--- src/rtl/dma_arb_pkg.sv ---
// Shared types, constants and the round-robin pick helper for the DMA write arbiter.
`timescale 1ns/1ps
package dma_arb_pkg;

  typedef enum logic [1:0] {
    IDLE = 2'd0,
    ADDR = 2'd1,
    DATA = 2'd2
  } arb_state_e;

  localparam logic [1:0] RESP_OKAY   = 2'b00;
  localparam logic [1:0] RESP_SLVERR = 2'b10;

  localparam int LEN_BITS  = 4;
  localparam int SIZE_BITS = 3;

  // Upper bound on channel count the pick helper can scan.
  localparam int MAX_CH   = 16;
  localparam int MAX_CH_W = 4;

  // First requesting index at or after ptr, wrapping modulo n; returns ptr if none request.
  function automatic int unsigned rr_pick(input logic [MAX_CH-1:0] req,
                                          input int unsigned       ptr,
                                          input int unsigned       n);
    int unsigned idx;
    logic        found;
    rr_pick = ptr;
    found   = 1'b0;
    for (int unsigned k = 0; k < MAX_CH; k++) begin
      if (!found && k < n) begin
        idx = (ptr + k) % n;
        if (req[idx[MAX_CH_W-1:0]]) begin
          rr_pick = idx;
          found   = 1'b1;
        end
      end
    end
  endfunction

endpackage

--- src/rtl/dma_outst_cnt.sv ---
// Per-channel outstanding-burst counter; saturates at both ends, simultaneous inc/dec holds.
`timescale 1ns/1ps
module dma_outst_cnt #(
  parameter int MAX_OUTST = 4,
  parameter int CNT_W     = $clog2(MAX_OUTST + 1)
) (
  input  logic clk,
  input  logic reset,
  input  logic i_inc,
  input  logic i_dec,
  output logic o_full
);

  logic [CNT_W-1:0] r_cnt;

  always_ff @(posedge clk or negedge reset) begin
    if (!reset) begin
      r_cnt <= '0;
    end else if (i_inc && !i_dec && r_cnt != CNT_W'(MAX_OUTST)) begin
      r_cnt <= r_cnt + 1'b1;
    end else if (i_dec && !i_inc && r_cnt != '0) begin
      r_cnt <= r_cnt - 1'b1;
    end
  end

  assign o_full = (r_cnt == CNT_W'(MAX_OUTST));

endmodule

--- src/rtl/dma_axi_wr_arbiter.sv ---
// Shares one 64-bit AXI3 write master between NUM_CH DMA write engines (AW then W per burst).
// Optional: define DMA_ARB_PRIO_EN to give channel 0 strict priority over the round-robin.
`timescale 1ns/1ps
module dma_axi_wr_arbiter
  import dma_arb_pkg::*;
#(
  parameter int NUM_CH    = 4,
  parameter int MAX_OUTST = 4,
  parameter int ID_BITS   = 4,
  parameter int CH_W      = $clog2(NUM_CH)
) (
  input  logic                          clk,
  input  logic                          reset,
  input  logic [NUM_CH-1:0]             ch_awvalid,
  output logic [NUM_CH-1:0]             ch_awready,
  input  logic [NUM_CH*32-1:0]          ch_awaddr,
  input  logic [NUM_CH*LEN_BITS-1:0]    ch_awlen,
  input  logic [NUM_CH*SIZE_BITS-1:0]   ch_awsize,
  input  logic [NUM_CH-1:0]             ch_wvalid,
  output logic [NUM_CH-1:0]             ch_wready,
  input  logic [NUM_CH*64-1:0]          ch_wdata,
  input  logic [NUM_CH*8-1:0]           ch_wstrb,
  input  logic [NUM_CH-1:0]             ch_wlast,
  output logic [NUM_CH-1:0]             ch_bvalid,
  input  logic [NUM_CH-1:0]             ch_bready,
  output logic [1:0]                    ch_bresp,
  output logic [ID_BITS-1:0]            awid,
  output logic [31:0]                   awaddr,
  output logic [LEN_BITS-1:0]           awlen,
  output logic [SIZE_BITS-1:0]          awsize,
  output logic                          awvalid,
  input  logic                          awready,
  output logic [ID_BITS-1:0]            wid,
  output logic [63:0]                   wdata,
  output logic [7:0]                    wstrb,
  output logic                          wlast,
  output logic                          wvalid,
  input  logic                          wready,
  input  logic [ID_BITS-1:0]            bid,
  input  logic [1:0]                    bresp,
  input  logic                          bvalid,
  output logic                          bready,
  output logic                          bid_err
);

  arb_state_e            r_state, w_state_next;
  logic [CH_W-1:0]       r_gnt, r_rr, w_pick, w_rr_next, w_bidx;
  logic [31:0]           r_awaddr;
  logic [LEN_BITS-1:0]   r_awlen;
  logic [SIZE_BITS-1:0]  r_awsize;
  logic                  r_bid_err;
  logic [NUM_CH-1:0]     w_full, w_elig, w_inc, w_dec;
  logic [MAX_CH-1:0]     w_req_ext;
  logic [ID_BITS-1:0]    w_id;
  logic                  w_any, w_aw_hs, w_wlast_hs, w_bid_ok, w_b_hs;

  for (genvar gi = 0; gi < NUM_CH; gi++) begin : g_ch
    assign w_elig[gi] = ch_awvalid[gi] & ~w_full[gi];
    assign w_inc[gi]  = w_aw_hs && (r_gnt == CH_W'(gi));
    assign w_dec[gi]  = w_b_hs && (w_bidx == CH_W'(gi));

    dma_outst_cnt #(
      .MAX_OUTST (MAX_OUTST)
    ) u_outst (
      .clk    (clk),
      .reset  (reset),
      .i_inc  (w_inc[gi]),
      .i_dec  (w_dec[gi]),
      .o_full (w_full[gi])
    );
  end

  assign w_any = |w_elig;

  always_comb begin
    w_req_ext              = '0;
    w_req_ext[NUM_CH-1:0]  = w_elig;
    w_pick = CH_W'(rr_pick(w_req_ext, 32'(r_rr), NUM_CH));
`ifdef DMA_ARB_PRIO_EN
    if (w_elig[0]) w_pick = '0;
`endif
  end

  always_comb begin
    w_rr_next = (r_gnt == CH_W'(NUM_CH - 1)) ? '0 : r_gnt + 1'b1;
`ifdef DMA_ARB_PRIO_EN
    if (r_gnt == '0) w_rr_next = r_rr;
`endif
  end

  // Internal handshakes use the ungated terms; reset holds every flop anyway.
  assign w_aw_hs    = (r_state == ADDR) & awready;
  assign w_wlast_hs = (r_state == DATA) & ch_wvalid[r_gnt] & wready & ch_wlast[r_gnt];

  always_comb begin
    w_state_next = r_state;
    ch_awready   = '0;
    awvalid      = 1'b0;
    wvalid       = 1'b0;
    ch_wready    = '0;
    unique case (r_state)
      IDLE: begin
        if (w_any) begin
          ch_awready[w_pick] = reset;
          w_state_next       = ADDR;
        end
      end
      ADDR: begin
        awvalid = reset;
        if (awready) w_state_next = DATA;
      end
      DATA: begin
        wvalid            = ch_wvalid[r_gnt] & reset;
        ch_wready[r_gnt]  = wready & reset;
        if (w_wlast_hs) w_state_next = IDLE;
      end
      default: w_state_next = IDLE;
    endcase
  end

  always_ff @(posedge clk or negedge reset) begin
    if (!reset) begin
      r_state   <= IDLE;
      r_gnt     <= '0;
      r_rr      <= '0;
      r_awaddr  <= '0;
      r_awlen   <= '0;
      r_awsize  <= '0;
      r_bid_err <= 1'b0;
    end else begin
      r_state <= w_state_next;
      if (r_state == IDLE && w_any) begin
        r_gnt    <= w_pick;
        r_awaddr <= ch_awaddr[w_pick*32 +: 32];
        r_awlen  <= ch_awlen[w_pick*LEN_BITS +: LEN_BITS];
        r_awsize <= ch_awsize[w_pick*SIZE_BITS +: SIZE_BITS];
      end
      if (w_wlast_hs) r_rr <= w_rr_next;
      if (bvalid && !w_bid_ok) r_bid_err <= 1'b1;
    end
  end

  always_comb begin
    w_id             = '0;
    w_id[CH_W-1:0]   = r_gnt;
  end

  assign awid   = w_id;
  assign awaddr = r_awaddr;
  assign awlen  = r_awlen;
  assign awsize = r_awsize;
  assign wid    = w_id;
  assign wdata  = ch_wdata[r_gnt*64 +: 64];
  assign wstrb  = ch_wstrb[r_gnt*8 +: 8];
  assign wlast  = ch_wlast[r_gnt];

  // B path is purely combinational; out-of-range ids are swallowed.
  assign w_bid_ok = ({1'b0, bid} < (ID_BITS + 1)'(NUM_CH));
  assign w_bidx   = bid[CH_W-1:0];
  assign w_b_hs   = bvalid & w_bid_ok & ch_bready[w_bidx];
  assign bready   = reset & (w_bid_ok ? ch_bready[w_bidx] : 1'b1);
  assign ch_bresp = bresp;
  assign bid_err  = r_bid_err;

  always_comb begin
    ch_bvalid = '0;
    if (bvalid && w_bid_ok) ch_bvalid[w_bidx] = reset;
  end

endmodule

--- config.mk ---
export PLATFORM = sky130hd
export DESIGN_NAME = dma_axi_wr_arbiter
export DESIGN_NICKNAME = d
export VERILOG_FILES = /design/src/rtl/dma_arb_pkg.sv /design/src/rtl/dma_outst_cnt.sv /design/src/rtl/dma_axi_wr_arbiter.sv
export SDC_FILE = /design/constraint.sdc
export NUM_CORES = 1
export LEC_CHECK = 0
export CAP_MARGIN = 40
export CORE_AREA = 2 2 239 241
export CTS_BUF_LIST = sky130_fd_sc_hd__clkbuf_4
export CTS_CLUSTER_DIAMETER = 40
export DETAILED_ROUTE_END_ITERATION = 8
export DIE_AREA = 0 0 241 243
export GPL_ROUTABILITY_DRIVEN = 0
export SYNTH_ARGS = -nofsm -noshare
export SYNTH_HDL_FRONTEND = slang
export SYNTH_SLANG_ARGS = --single-unit
--- constraint.sdc ---
create_clock -name clk -period 4.35 [get_ports clk]
set_input_delay 0.435 -clock clk [delete_from_list [all_inputs] [get_ports clk]]
set_output_delay 0.435 -clock clk [all_outputs]
set_load 0.05 [all_outputs]
==> results of run 1 <==
==> power breakdown <==
group	internal, mW	leakage (nW)	switching, mW
Combinational	2.54	4.08	4.12
Clock	0.235	0.0802	0.263
Sequential	0.803	0.710	0.328
==> sequential cells by signal (all words and copies together), names as in the netlist <==
signal and cells:
awaddr 32, g_ch.u_outst.r_cnt 12, awlen 4, awsize 3, r_gnt 2, r_rr 2
r_state 2, bid_err 1
==> worst max-delay path by stage <==
stage | endpoint | slack (ns) | depth (start not counted) | from
after CTS | ch_awready[0] | 0.22 | 7 | g_ch[3].u_outst.r_cnt[1]
after global routing | ch_awready[0] | 0.13 | 7 | g_ch[3].u_outst.r_cnt[1]
after floorplan | g_ch[2].u_outst.r_cnt[2] | 0.97 | 10 | r_gnt[0]
final | ch_awready[0] | 0.46 | 7 | g_ch[3].u_outst.r_cnt[0]
after global placement | ch_awready[0] | 0.91 | 8 | ch_awvalid[0]
after detailed placement | ch_awready[0] | 0.87 | 8 | ch_awvalid[0]
==> synth_stat cells (all sizes together), types with 5 or more instances <==
library cell and count:
o21ai 55, mux4 74, inv 8, mux2i 39
o211ai 39, and4 39, nor2 22, dfrtp 58
nor3 8, nand2 55, xnor2 5, and2 5
o21a 6, xor2 5, buf 40, clkbuf 30
o31a 39
==> logic make-up after synthesis <==
family                     share of synthesized area [%]
and+or+nand+nor                                     14.9
buffers and inverters                               6.02
xor gates and xnor gates                            1.36
other                                             0.0584
adders and majority gates                           2.03
AOI/OAI and AO/OA                                   20.8
DFF                                                 22.6
muxes                                               32.2
==> final cells by class <==
class / count / share of cell area (%)
Clock inverter: 5 / 0.593
Timing Repair Buffer: 627 / 46.3
Inverter: 8 / 0.222
Multi-Input combinational cell: 467 / 34.4
Clock buffer: 10 / 0.556
Antenna cell: 9 / 0.167
Tap cell: 756 / 7.00
Sequential cell: 58 / 10.8
==> routing by layer <==
layer  routed length [um]  part of all wire (%)
met1                17100                    34
met2                23900                    48
met3                 5810                    12
met4                 2950                   5.9
met5                   51                  0.10
==> what timing repair did <==
item                                   CTS  global route
gates resized for setup                  0             0
hold buffers                             1             0
endpoints found under the hold margin    3             0
==> stage by stage <==
step	std cells	area (um^2)	hold WS, ns
after floorplan	603	6430	0.139
after global placement	1912	13300	0.311
after detailed placement	1915	13300	0.315
after CTS	1931	13500	0.223
after global routing	1938	13500	0.252
final	1940	13500	0.310
==> impl_metrics.csv, run 1 <==
group,metric,value,unit
status,status,"finished clean",
clock_network,cts_sinks,58,
clock_network,numCtsBuffers,9,
pwr,leakage,4.87,nW
worst_setup_path,cp_max_fo,19,
sta,slew_headroom,42.2,%
worst_setup_path,r2r-start,"g_ch[3].u_outst.r_cnt[0]",
global_routing,met3_usage,7.24,%
pwr,power_density,614,mW/mm^2
die,pin_count,609,
layout,final_nets,1650,
hold_path,hold_class,"primary input to async pin",
layout,mostFrequentLayoutCell,"clkdlybuf4s50_1",
layout,fill_cells,6087,
clock_network,clock_path_buffers,2,
place,pre_cts_slack,0.870,ns
sta,period_minus_slack,3.89,ns
global_routing,track_usage,16.2,%
global_routing,grt_max_degree,51,
layout,regArea,0.00146,mm^2
synthesis,post-synth-top-area-cell,"mux4_2",
worst_setup_path,timing.rr.end,"awaddr[27]",
sta,hold_viol,0,
synthesis,synth_cells,600,
place,io_buffers,600,
layout,final_util,24.2,%
sta,worst_slack,0.460,ns
worst_setup_path,r2r_cells,7,
route,dr.pass1.iters,5,
route,drtAntennaViolNets,0,
sta,worstMarginPinSlew,0.865,ns
synthesis,yosys-top-cells-area,"mux4_2 (26%), dfrtp_1 (23%), mux2i_1 (6.1%), o211ai_2 (5.8%), and4_1 (5.3%)",
layout,multi_input_area,0.00465,mm^2
clock_network,root_buffer,"clkbuf_4",
place,hpwl,42300,um
die,dieArea,0.0586,mm^2
global_routing,grt-ovfl-total,0,
die,die_h,243,um
worst_setup_path,path_buf_inv,1,
route,wl_per_cell,25.7,um
worst_setup_path,cp_slowest_cell,"a211oi_2",
synthesis,synth_edf_count,0,
layout,syn2layout_area_growth,110,%
layout,layout-drive-gt1-share,14.3,%
synthesis,avgSynthCellArea,10.7,um^2
sta,fin_crit_sh,89.4,%
synthesis,synthArstFlopShare,100,%
flow_run,cap_violations,0,
worst_setup_path,required,3.91,ns
global_routing,grt_pass1_wl,65200,um
global_routing,antenna_found_initial,13,
synthesis,yosysTopAreaCellShare,26.0,%
route,via_count,8069,
worst_setup_path,crit_type,"register to output pin",
die,core_area,0.0560,mm^2
pwr,power.total,8.29,mW
route,viasPerCell,4.16,
synthesis,ys_types,58,
clock_network,clk_pin_slew,0.13,ns
worst_setup_path,crit_chain,"or3b_1, a211oi_2, o21ai_4, nand3_4, nand2_1, nor2_1, buf_4",
layout,final_cell_mix,"clkdlybuf4s50_1 (593), mux4_2 (74), dfrtp_1 (56)",
sta,setup_tns,0,ns
sta,fmax,257,MHz
die,fp-row-count,87,
worst_setup_path,critPathLaunchType,"register",
synthesis,syn_area,0.00642,mm^2
route,drc,0,
global_routing,busiest_layer,"met2",
sta,fin_worst_skew,0.0221,ns
global_routing,grt.met1_usage,16.1,%
synthesis,ys_seq_area_share,22.6,%
global_routing,grt_pass1_vias,8561,
sta,slew_viol_final,0,
clock_network,clk_latency,0.52,ns
sta,finalSetupViolCount,0,
clock_network,tritoncts,"done",
worst_setup_path,cp.arrival,3.46,ns
worst_setup_path,endpoint_kind,"output pin",
global_routing,grt_use_met2,27.2,%
clock_network,h-tree-depth,3,
pwr,ir_drop,0.000282,V
worst_setup_path,crit_family,"simple AND/OR/NAND/NOR gates",
die,die_w,241,um
synthesis,ys_warn_count,0,
clock_network,postCtsSetupBuffers,0,
route,drt-initial-drc-count,433,
route,wirelength,49800,um
worst_setup_path,r2r_slack,1.30,ns
synthesis,synth-main-ff-cell,"dfrtp_1",
synthesis,yosys_register_bits,58,
die,initial_core_util,11.5,%
sta,rsz0062_at_grt,"no",
worst_setup_path,max_stage_delay,0.56,ns
Power figures use the tool's default switching activity.
==> run 2: changes to the inputs <==
--- a/config.mk
+++ b/config.mk
@@ -6,11 +6,11 @@
 export NUM_CORES = 1
 export LEC_CHECK = 0
 export CAP_MARGIN = 40
-export CORE_AREA = 2 2 239 241
+export CORE_AREA = 2 2 238 240
 export CTS_BUF_LIST = sky130_fd_sc_hd__clkbuf_4
 export CTS_CLUSTER_DIAMETER = 40
 export DETAILED_ROUTE_END_ITERATION = 8
-export DIE_AREA = 0 0 241 243
+export DIE_AREA = 0 0 240 242
 export GPL_ROUTABILITY_DRIVEN = 0
 export SYNTH_ARGS = -nofsm -noshare
 export SYNTH_HDL_FRONTEND = slang
==> run 2 against run 1 <==
Critical path depth decreased by 1. Combinational power shrank 0.8%. Utilization about the same. Worst hold slack gained 0.075 ns. Register-to-register slack got worse by 0.06 ns. Worst setup slack lost 0.12 ns. Clock-buffer cell count unchanged. Critical path type unchanged. Highest routed layer unchanged.
==> impl_metrics.csv, run 2 (same netlist as run 1, synthesis figures left out) <==
group,metric,value,unit
status,status,"finished clean",
sta,hold_viol,0,
global_routing,grt_pass1_wl,66200,um
route,viasPerCell,4.19,
global_routing,grt_pass1_vias,8542,
die,core_area,0.0557,mm^2
clock_network,root_buffer,"clkbuf_4",
global_routing,grt_use_met2,30.5,%
worst_setup_path,max_stage_delay,0.92,ns
sta,fmax,249,MHz
clock_network,h-tree-depth,3,
worst_setup_path,crit_chain,"or3b_1, a221oi_1, nor3_1, or2_2, nor2_1, clkdlybuf4s50_1",
worst_setup_path,startpoint,"g_ch[3].u_outst.r_cnt[0]",
die,pin_count,609,
global_routing,grt-ovfl-total,0,
global_routing,antenna_found_initial,17,
route,drtAntennaViolNets,0,
die,fp-row-count,87,
worst_setup_path,cp.arrival,3.58,ns
die,initial_core_util,11.5,%
sta,finalSetupViolCount,0,
worst_setup_path,endpoint_kind,"output pin",
place,dpl.cell_count,1909,
layout,layout-drive-gt1-share,13.7,%
global_routing,grt.met1_usage,15.4,%
layout,final_area,0.0135,mm^2
layout,syn2layout_area_growth,110,%
sta,slew_headroom,45.5,%
worst_setup_path,crit_family,"simple AND/OR/NAND/NOR gates",
clock_network,numCtsBuffers,9,
sta,rsz0062_at_grt,"no",
hold_path,hold_class,"primary input to async pin",
pwr,leakage,4.84,nW
sta,slew_viol_final,0,
global_routing,track_usage,16.6,%
sta,worstMarginPinSlew,0.814,ns
die,die_h,242,um
global_routing,busiest_layer,"met2",
die,die_w,240,um
place,io_buffers,600,
route,via_count,8086,
route,dr.pass1.iters,5,
worst_setup_path,required,3.91,ns
layout,final_util,24.2,%
route,drc,0,
flow_run,cap_violations,0,
worst_setup_path,crit_type,"register to output pin",
route,wirelength,50200,um
layout,final_nets,1645,
die,dieArea,0.0581,mm^2
clock_network,tritoncts,"done",
clock_network,clk_pin_slew,0.13,ns
sta,fin_worst_skew,0.0257,ns
pwr,power_density,609,mW/mm^2
clock_network,cts_sinks,58,
pwr,ir_drop,0.000350,V
worst_setup_path,path_buf_inv,1,
place,dpl_cell_area,0.0133,mm^2
global_routing,grt_max_degree,43,
sta,period_minus_slack,4.01,ns
layout,final_cell_mix,"clkdlybuf4s50_1 (597), mux4_2 (74), dfrtp_1 (56)",
clock_network,postCtsResizedCells,0,
sta,fin_crit_sh,92.2,%
worst_setup_path,cp_slowest_cell,"clkdlybuf4s50_1",
pwr,power.total,8.22,mW
layout,mostFrequentLayoutCell,"clkdlybuf4s50_1",
worst_setup_path,r2r-start,"g_ch[3].u_outst.r_cnt[0]",
worst_setup_path,critPathLaunchType,"register",
layout,largest_register_ffs,32,
layout,fin_cells,1932,
clock_network,clock_path_buffers,2,
route,drt-initial-drc-count,288,
sta,setup_tns,0,ns
worst_setup_path,cp_max_fo,7,
clock_network,clk_latency,0.52,ns
route,wl_per_cell,26.0,um
place,hpwl,42500,um
global_routing,met3_usage,8.32,%
==> run 2: path summary, 6_finish.rpt <==
path | to | slack (ns) | depth (start not counted)
worst max register to register | awaddr[15] | 1.24 | 7
worst min-delay path | g_ch[1].u_outst.r_cnt[2] | 0.39 | 2
worst max-delay path | ch_awready[0] | 0.34 | 6
min in group clk | bid_err | 0.49 | 1
max in group asynchronous | r_gnt[0] | 2.97 | 3
worst min register to register | bid_err | 0.49 | 1
==> run 2: timing repair <==
action | in CTS | in global routing
buffers inserted | 0 | 0
hold buffers | 1 | 0
hold endpoints to repair | 18 | 0
==> run 2: cell type report <==
cell class / instances / area, um^2
clock inverter: 6 / 57.6
tap: 756 / 946
inverter: 8 / 30.0
multi-input combinational: 467 / 4650
fill: 6090 / 42200
clock buffer: 10 / 75.1
antenna: 5 / 12.5
timing repair buffer: 622 / 6260
sequential: 58 / 1460
==> run 2: metrics by stage <==
stage | hold WS, ns | setup WS (ns)
6_report | 0.386 | 0.339
5_1_grt | 0.349 | 0.0900
4_1_cts | 0.280 | 0.194
3_5_place_dp | 0.397 | 0.689
3_3_place_gp | 0.393 | 0.675
2_1_floorplan | 0.139 | 0.974
==> run 2: metal layers <==
metal	vias to the layer above	share of wire (%)	wire length, um
li1	3551	-	-
met1	3976	32	16100
met2	469	51	25700
met3	72	13	6290
met4	18	4.1	2050
met5	-	0.21	107
==> run 2: power breakdown <==
part,switching [mW],total (mW),leakage (nW),internal (mW)
Sequential,0.353,1.16,0.710,0.803
Combinational,4.07,6.61,4.05,2.54
Clock,0.272,0.449,0.0776,0.177
Total,4.70,8.22,4.84,3.52
